`config.mk`:
```
export PLATFORM = sky130hd
export DESIGN_NAME = piso_tx_ctrl
export DESIGN_NICKNAME = d
export VERILOG_FILES = /design/src/rtl/piso_tx_ctrl_pkg.sv /design/src/rtl/piso_tx_ctrl_bit_timer.sv /design/src/rtl/piso_tx_ctrl.sv
export SDC_FILE = /design/constraint.sdc
export NUM_CORES = 1
export LEC_CHECK = 0
export CAP_MARGIN = 20
export CORE_MARGIN = 2
export CORE_UTILIZATION = 55
export DETAILED_ROUTE_END_ITERATION = 7
export PLACE_DENSITY = 0.85
export RECOVER_POWER = 50
export SLEW_MARGIN = 20
export SYNTH_ARGS = -nofsm -noshare
export SYNTH_HDL_FRONTEND = slang
export SYNTH_SLANG_ARGS = --single-unit
```
`constraint.sdc`:
```
create_clock -name clk -period 4.3 [get_ports clk]
set_input_delay 0.86 -clock clk [delete_from_list [all_inputs] [get_ports clk]]
set_output_delay 0.86 -clock clk [all_outputs]
set_load 0.05 [all_outputs]
```
`src/rtl/piso_tx_ctrl_pkg.sv`:
```
// Shared definitions for the PISO transmit controller.
// Optional parity bit is enabled with the PISO_TX_PARITY_EN macro.
package piso_pkg;

  localparam int unsigned STATE_W = 2;

`ifdef PISO_TX_PARITY_EN
  typedef enum logic [STATE_W-1:0] {
    ST_IDLE  = 2'd0,
    ST_SHIFT = 2'd1,
    ST_PAR   = 2'd2,
    ST_DONE  = 2'd3
  } state_t;
`else
  typedef enum logic [STATE_W-1:0] {
    ST_IDLE  = 2'd0,
    ST_SHIFT = 2'd1,
    ST_DONE  = 2'd3
  } state_t;
`endif

endpackage

```
`src/rtl/piso_tx_ctrl_bit_timer.sv`:
```
// Bit-period divider: emits a one-cycle tick on the last clk cycle of each
// DIV-cycle serial bit period; restarted when a new word is accepted.
module bit_timer #(
  parameter int unsigned DIV = 4
) (
  input  logic clk,
  input  logic reset,
  input  logic i_clear,
  input  logic i_en,
  output logic o_tick_c
);

  localparam int unsigned CNT_W = (DIV > 1) ? $clog2(DIV) : 1;

  logic [CNT_W-1:0] r_cnt;
  logic             w_last;

  assign w_last   = (r_cnt == CNT_W'(DIV - 1));
  assign o_tick_c = i_en && w_last;

  // Count cycles within the current bit period
  always_ff @(posedge clk) begin
    if (reset || i_clear || o_tick_c) begin
      r_cnt <= '0;
    end else if (i_en) begin
      r_cnt <= r_cnt + CNT_W'(1);
    end
  end

endmodule

```
`src/rtl/piso_tx_ctrl.sv`:
```
// Parallel-in serial-out transmit controller, MSB first, DIV clk per bit.
// Define PISO_TX_PARITY_EN to append an even-parity bit to every frame.
module piso_tx_ctrl
  import piso_pkg::*;
#(
  parameter int unsigned N   = 32,
  parameter int unsigned DIV = 4
) (
  input  logic         clk,
  input  logic         reset,
  input  logic [N-1:0] s_data,
  input  logic         s_valid,
  output logic         s_ready,
  output logic         ser_out,
  output logic         ser_valid,
  output logic         frame,
  output logic         busy,
  output logic         done
);

  localparam int unsigned BIT_W = $clog2(N);

  state_t           r_state;
  logic [N-1:0]     r_shift;
  logic [BIT_W-1:0] r_bit_cnt;
  logic             r_s_ready;
  logic             r_ser_valid;
  logic             r_frame;
  logic             r_busy;
  logic             r_done;
`ifdef PISO_TX_PARITY_EN
  logic             r_par;
`endif

  logic w_xfer;
  logic w_tick;
  logic w_last_bit;

  assign w_xfer     = s_valid && (r_state == ST_IDLE);
  assign w_last_bit = (r_bit_cnt == BIT_W'(N - 1));

  // The shift register MSB is the line; it is zero whenever no frame is active
  assign ser_out   = r_shift[N-1];
  assign s_ready   = r_s_ready;
  assign ser_valid = r_ser_valid;
  assign frame     = r_frame;
  assign busy      = r_busy;
  assign done      = r_done;

  bit_timer #(
    .DIV (DIV)
  ) u_bit_timer (
    .clk      (clk),
    .reset    (reset),
    .i_clear  (w_xfer),
    .i_en     (r_busy),
    .o_tick_c (w_tick)
  );

  // Frame sequencing FSM with registered outputs
  always_ff @(posedge clk) begin
    if (reset) begin
      r_state     <= ST_IDLE;
      r_shift     <= '0;
      r_bit_cnt   <= '0;
      r_s_ready   <= 1'b1;
      r_ser_valid <= 1'b0;
      r_frame     <= 1'b0;
      r_busy      <= 1'b0;
      r_done      <= 1'b0;
`ifdef PISO_TX_PARITY_EN
      r_par       <= 1'b0;
`endif
    end else begin
      case (r_state)
        ST_IDLE: begin
          if (s_valid) begin
            r_state     <= ST_SHIFT;
            r_shift     <= s_data;
            r_bit_cnt   <= '0;
            r_s_ready   <= 1'b0;
            r_ser_valid <= 1'b1;
            r_frame     <= 1'b1;
            r_busy      <= 1'b1;
`ifdef PISO_TX_PARITY_EN
            r_par       <= ^s_data;
`endif
          end
        end
        ST_SHIFT: begin
          if (w_tick) begin
            r_frame <= 1'b0;
            if (w_last_bit) begin
`ifdef PISO_TX_PARITY_EN
              // Parity rides out through the MSB like a data bit
              r_state <= ST_PAR;
              r_shift <= {r_par, (N - 1)'(0)};
`else
              r_state     <= ST_DONE;
              r_shift     <= '0;
              r_ser_valid <= 1'b0;
              r_busy      <= 1'b0;
              r_done      <= 1'b1;
`endif
            end else begin
              r_shift   <= {r_shift[N-2:0], 1'b0};
              r_bit_cnt <= r_bit_cnt + BIT_W'(1);
            end
          end
        end
`ifdef PISO_TX_PARITY_EN
        ST_PAR: begin
          if (w_tick) begin
            r_state     <= ST_DONE;
            r_shift     <= '0;
            r_ser_valid <= 1'b0;
            r_busy      <= 1'b0;
            r_done      <= 1'b1;
          end
        end
`endif
        ST_DONE: begin
          r_state   <= ST_IDLE;
          r_done    <= 1'b0;
          r_s_ready <= 1'b1;
        end
        default: begin
          r_state     <= ST_IDLE;
          r_shift     <= '0;
          r_s_ready   <= 1'b1;
          r_ser_valid <= 1'b0;
          r_frame     <= 1'b0;
          r_busy      <= 1'b0;
          r_done      <= 1'b0;
        end
      endcase
    end
  end

endmodule

```
==> Word level (Yosys, flattened, before mapping) <==
Cells that the tools add are included.
{ "word_totals": {"out_inout_bits": 6, "elab_cells": 56, "inputBits": 35, "register_bits": 45} }
{ "op_classes": {"muxes": 23, "n_reduce_logical": 12, "eq_ne": 8, "add_sub_neg": 2, "bitwise": 3} }
{ "ops": {"columns": ["operator", "count"], "rows": [
  ["2-to-1 mux 32 bit", 3],
  ["one-hot mux 32 bit (3 select lines)", 1],
  ["2-to-1 mux 5 bit", 3],
  ["one-hot mux 5 bit (2 select lines)", 1],
  ["AND reduction 3 bit", 3],
  ["AND reduction 4 bit", 2],
  ["2-to-1 mux 1 bit", 7],
  ["2-to-1 mux 2 bit", 3],
  ["inequality test 2 bit (second input constant)", 3],
  ["one-hot mux 1 bit (3 select lines)", 2],
  ["adder 5 x 1 -> 5 bit (second input constant)", 1],
  ["== test 5 bit (second input constant)", 1],
  ["== test 2 bit (second input constant)", 2],
  ["one-hot mux 1 bit (2 select lines)", 2],
  ["one-hot mux 2 bit (2 select lines)", 1],
  ["NOT 1 bit", 3],
  ["adder 2 x 1 -> 2 bit (second input constant)", 1],
  ["== test 2 x 1 -> 1 bit (second input constant)", 1],
  ["logical AND 1 bit", 2],
  ["zero test 2 bit", 1],
  ["logical OR 1 bit", 2],
  ["inequality test 2 x 1 -> 1 bit (second input constant)", 1],
  ["AND reduction 2 bit", 1],
  ["nonzero test 2 bit", 1]
]} }

==> Longest topological paths before layout <==
{ "depth": {"depth_word": 4, "ltp_mapped": 7, "depth_no_buf": 6} }

==> By module <==
A second synthesis with hierarchy kept.
{ "hier_totals": {"hier_cells": 293, "hier_area_um2": 2606.2} }
{ "modules_own_cells": {"columns": ["module", "cells_per_inst", "area_per_inst_um2", "n_inst", "seq_area_each_um2"], "rows": [
  ["piso_tx_ctrl", 283, 2498.6, 1, 860.8],
  ["bit_timer", 10, 107.6, 1, 40.0]
]} }

==> Worst setup path after synthesis <==
Ideal clock, no wire load.
{ "synth_timing": {"kind": "input port to flip-flop", "start": "input port reset", "end": "register r_bit_cnt[3]", "path_buffers": 2, "setup_ps": 69, "path_slack_ps": 2396, "t_required_ps": 4231, "arrival_ps": 1835, "stages": 5, "path_cell_list": "buf_6 or2_0 buf_2 or4_1 o21ai_1"} }
{ "synth_lines": {"columns": ["element", "line_no", "source"], "rows": [
  ["from (decl)", "piso_tx_ctrl.sv:10", "input logic reset,"],
  ["to (signal assigned)", "piso_tx_ctrl.sv:107", "r_bit_cnt <= r_bit_cnt + BIT_W'(1);"],
  ["to (decl)", "piso_tx_ctrl.sv:25", "logic [BIT_W-1:0] r_bit_cnt;"]
]} }

==> summary.txt <==
Status -> finished, violations left
Failing checks -> max-capacitance violations, max-slew violations
Crit Reg-Reg Startpoint -> r_state[0]
Yosys Warn Count -> 0
Hold_sp -> done
Top delay family on crit path -> buffers and inverters
Design Power -> 0.8356 mW
Post-synthesis sequential area ratio -> 0.3768
CTS buffer count -> 5
Routed WL -> 5230 um
Worst-Margin Slew -> 1784 ps
GRT Max-Usage Layer -> met2
Leading area contributor after synthesis -> dfxtp_1
Reg-to-reg setup timing slack -> 1730 ps
Unrepaired setup endpoints after global routing -> false
Vias -> 2108
Area growth, synth to finish -> 17.37%
Largest net degree at the start of global routing -> 74
Initial core utilization -> 0.5851
Hold Path Class -> reg2reg
CTS tree -> yes
# setup viols final -> 0
Worst skew pair latency -> 300 ps
Clock tree buffer depth -> 2
Pwr dens -> 297.7 nW/um^2
Max Fclk -> 316.8 MHz
Seq pwr share -> 0.535
Reg2Reg Depth -> 5
Fillers -> 333
Main combinational cell family by area after synthesis -> simple AND/OR/NAND/NOR gates
Switching Share -> 0.2618
Top-area cell type share of the netlist area -> 0.3768
Die ar. -> 4891 um^2
Post-Synth Simple-Gate Area -> 0.3391
Number of library cell types mapped by synthesis -> 38
Syn Inst Count -> 286
Final-report max-slew violation count -> 80
Crit. End Element -> flop
PortBufs -> 40
First-pass GRT wire length -> 9018 um
Net Sw Power -> 0.2188 mW
Critical-path cell list -> dlygate4sd3_1 -> clkbuf_1 -> or2_0 -> nor4_1 -> o21bai_1
Routed len/inst -> 14.69 um
Most frequent cells in the layout -> dfxtp_1, clkdlybuf4s50_1, a21oi_1, nand3_1, nor2b_1
Fraction of layout cells with a size suffix above 1 -> 0.03922
Antenna Nets Post-Route -> 0
Worst setup margin -> 1144 ps
Synth Register Bits -> 45
Required time of the critical path -> 4480 ps
Clk pwr share -> 0.299
Adder-cell area share of the yosys netlist -> 0.01570
Hold path cells -> 2
Most used DFF post-synth -> dfxtp_1
Final nets -> 343
Startpoint types -> input pin
Hold_ws -> 455.4 ps
Max-Cap Viols -> 2
Max VDD drop -> 225.8 uV
Core Footprint -> 4086 um^2
I/O pin count -> 41
Clk_skew -> 8.915 ps
Clock slew at the register clock pins of the worst setup and hold paths -> 80 ps
Hpwl dp -> 3045 um
# hold bufs at CTS -> 0
Post_cts resized -> 0
Vias in the first global route -> 2147
Final Hold Viols -> 0
Post-synth EDFFs -> 0
Total track usage -> 0.2213
Crit Path Max Fanout -> 44
Root buffer cell -> clkbuf_8
Critical-path top delay cell -> clkbuf_1
Commonest non-fill, non-tap cell in the layout -> dfxtp_1
Mapped Avg Cell Area -> 8.360 um^2
Final GP Congestion -> 0.7532
Minimum clock period -> 3156 ps
M3 GR Usage -> 0.03608
Leak Pwr -> 1.064 nW
Drt first-iter violations -> 200
Clock Sink Count -> 45
Synthesized net count -> 324
Internal Pwr Total -> 0.6168 mW
Die Wd -> 69.94 um
H-tree depth -> 2
WP data arrival -> 3340 ps
Met1 Resource Use GR -> 0.2728
Fin crit share -> 0.7340
Mux share of post-synthesis cell area -> 0.008373
Critical path class -> in2reg
Total Neg Setup Slack -> 0 ps
Worst Hold End -> done
Largest stage delay on the critical path -> 1280 ps
Die height -> 69.94 um
Post CTS Setup Buffer Count -> 0
WP buf/inv -> 2
Met2 usage -> 0.3852
Reg-to-Reg End -> r_shift[0]
Asr flop ratio synth -> 0
Post-route DRC -> 0
Mapped Area -> 2391 um^2
Compound-Gate Fraction of Synth Area -> 0.1910
Comb power frac -> 0.167
Post-Place Worst Slack -> 1721 ps
Vias per inst -> 5.921
Largest cells by area after synthesis -> dfxtp_1, and3b_1, nor2b_1
Ant diodes -> 0
Initial antenna violation count -> 0
XOR/XNOR Fraction of Synth Area -> 0
GRT overflow -> 0
Initial DRT Pass Iterations -> 4
Relative slew slack -> -0.1895
Cell Rows -> 23
## per-stage QoR
stage | cells | utilization | cell area [um^2]
after floorplan | 286 | - | 2391
after global placement | 348 | 0.6718 | 2745
after detailed placement | 348 | 0.6718 | 2745
after CTS | 356 | 0.6920 | 2828
after global routing | 356 | 0.6868 | 2806
final | 356 | 0.6868 | 2806
## synth_stat cells (3+ instances only)
library cell and n:
nor2_1 4, nor2b_1 32, a21oi_1 36, o22ai_1 31
nand3_1 33, inv_1 3, clkbuf_1 17, dfxtp_1 45
and3b_1 31, nand2b_1 7, buf_2 12, ha_1 3
## tightest hold or removal path, stage by stage, from the launching register on
cell	delay (ps)
dfxtp_1	310
inv_1	50
a21oi_1	50
## layout make-up
type / instances / area [um^2] / area share
clock buffers: 6 / 72.57 / 0.02586
multi-input cells: 205 / 1321 / 0.4708
flip-flops and latches: 45 / 902.1 / 0.3214
clock inverters: 2 / 10.01 / 0.003567
repair buffers: 45 / 426.7 / 0.1520
inverters: 3 / 11.26 / 0.004012
well taps: 50 / 62.56 / 0.02229
## power by group through the flow
stage / clock, mW / sequential [mW] / combinational, mW
6_report: 0.249 / 0.447 / 0.139
5_1_grt: 0.266 / 0.449 / 0.153
4_1_cts: 0.255 / 0.446 / 0.141
3_5_place_dp: 0 / 0.456 / 0.141
3_3_place_gp: 0 / 0.455 / 0.139
2_1_floorplan: 0 / 0.462 / 0.0844
## layer usage
metal  vias to the layer above  share of wire
met2                        43           0.48
met1                       987           0.47
li1                       1070              -
met3                         8          0.035
met5                         -              0
met4                         0          0.015
## worst max-delay path by stage
| stage | from | to | slack [ps] | cells after the start |
|---|---|---|---|---|
| after floorplan | reset | r_bit_cnt[3] | 2400 | 5 |
| after global placement | reset | r_bit_cnt[3] | 1750 | 5 |
| after detailed placement | reset | r_bit_cnt[3] | 1720 | 5 |
| after CTS | busy | busy | 1780 | 1 |
| after global routing | reset | r_bit_cnt[2] | 960 | 5 |
| final | reset | r_bit_cnt[2] | 1140 | 5 |
## logic make-up after synthesis
| group | after synthesis |
|---|---|
| multiplexers | 2 |
| adder cells (fa/ha/maj) | 3 |
| AND/OR/NAND/NOR | 123 |
| buffers and inverters | 36 |
| flip-flops | 45 |
| AO/OA/AOI/OAI | 77 |
## flip-flops by register name, summed over array words and instances, names as in the netlist
name and cells:
r_shift 32, u_bit_timer.r_cnt 2, r_state 2, r_bit_cnt 5, done 1, s_ready 1
busy 1, frame 1
Power figures use the tool's default switching activity.
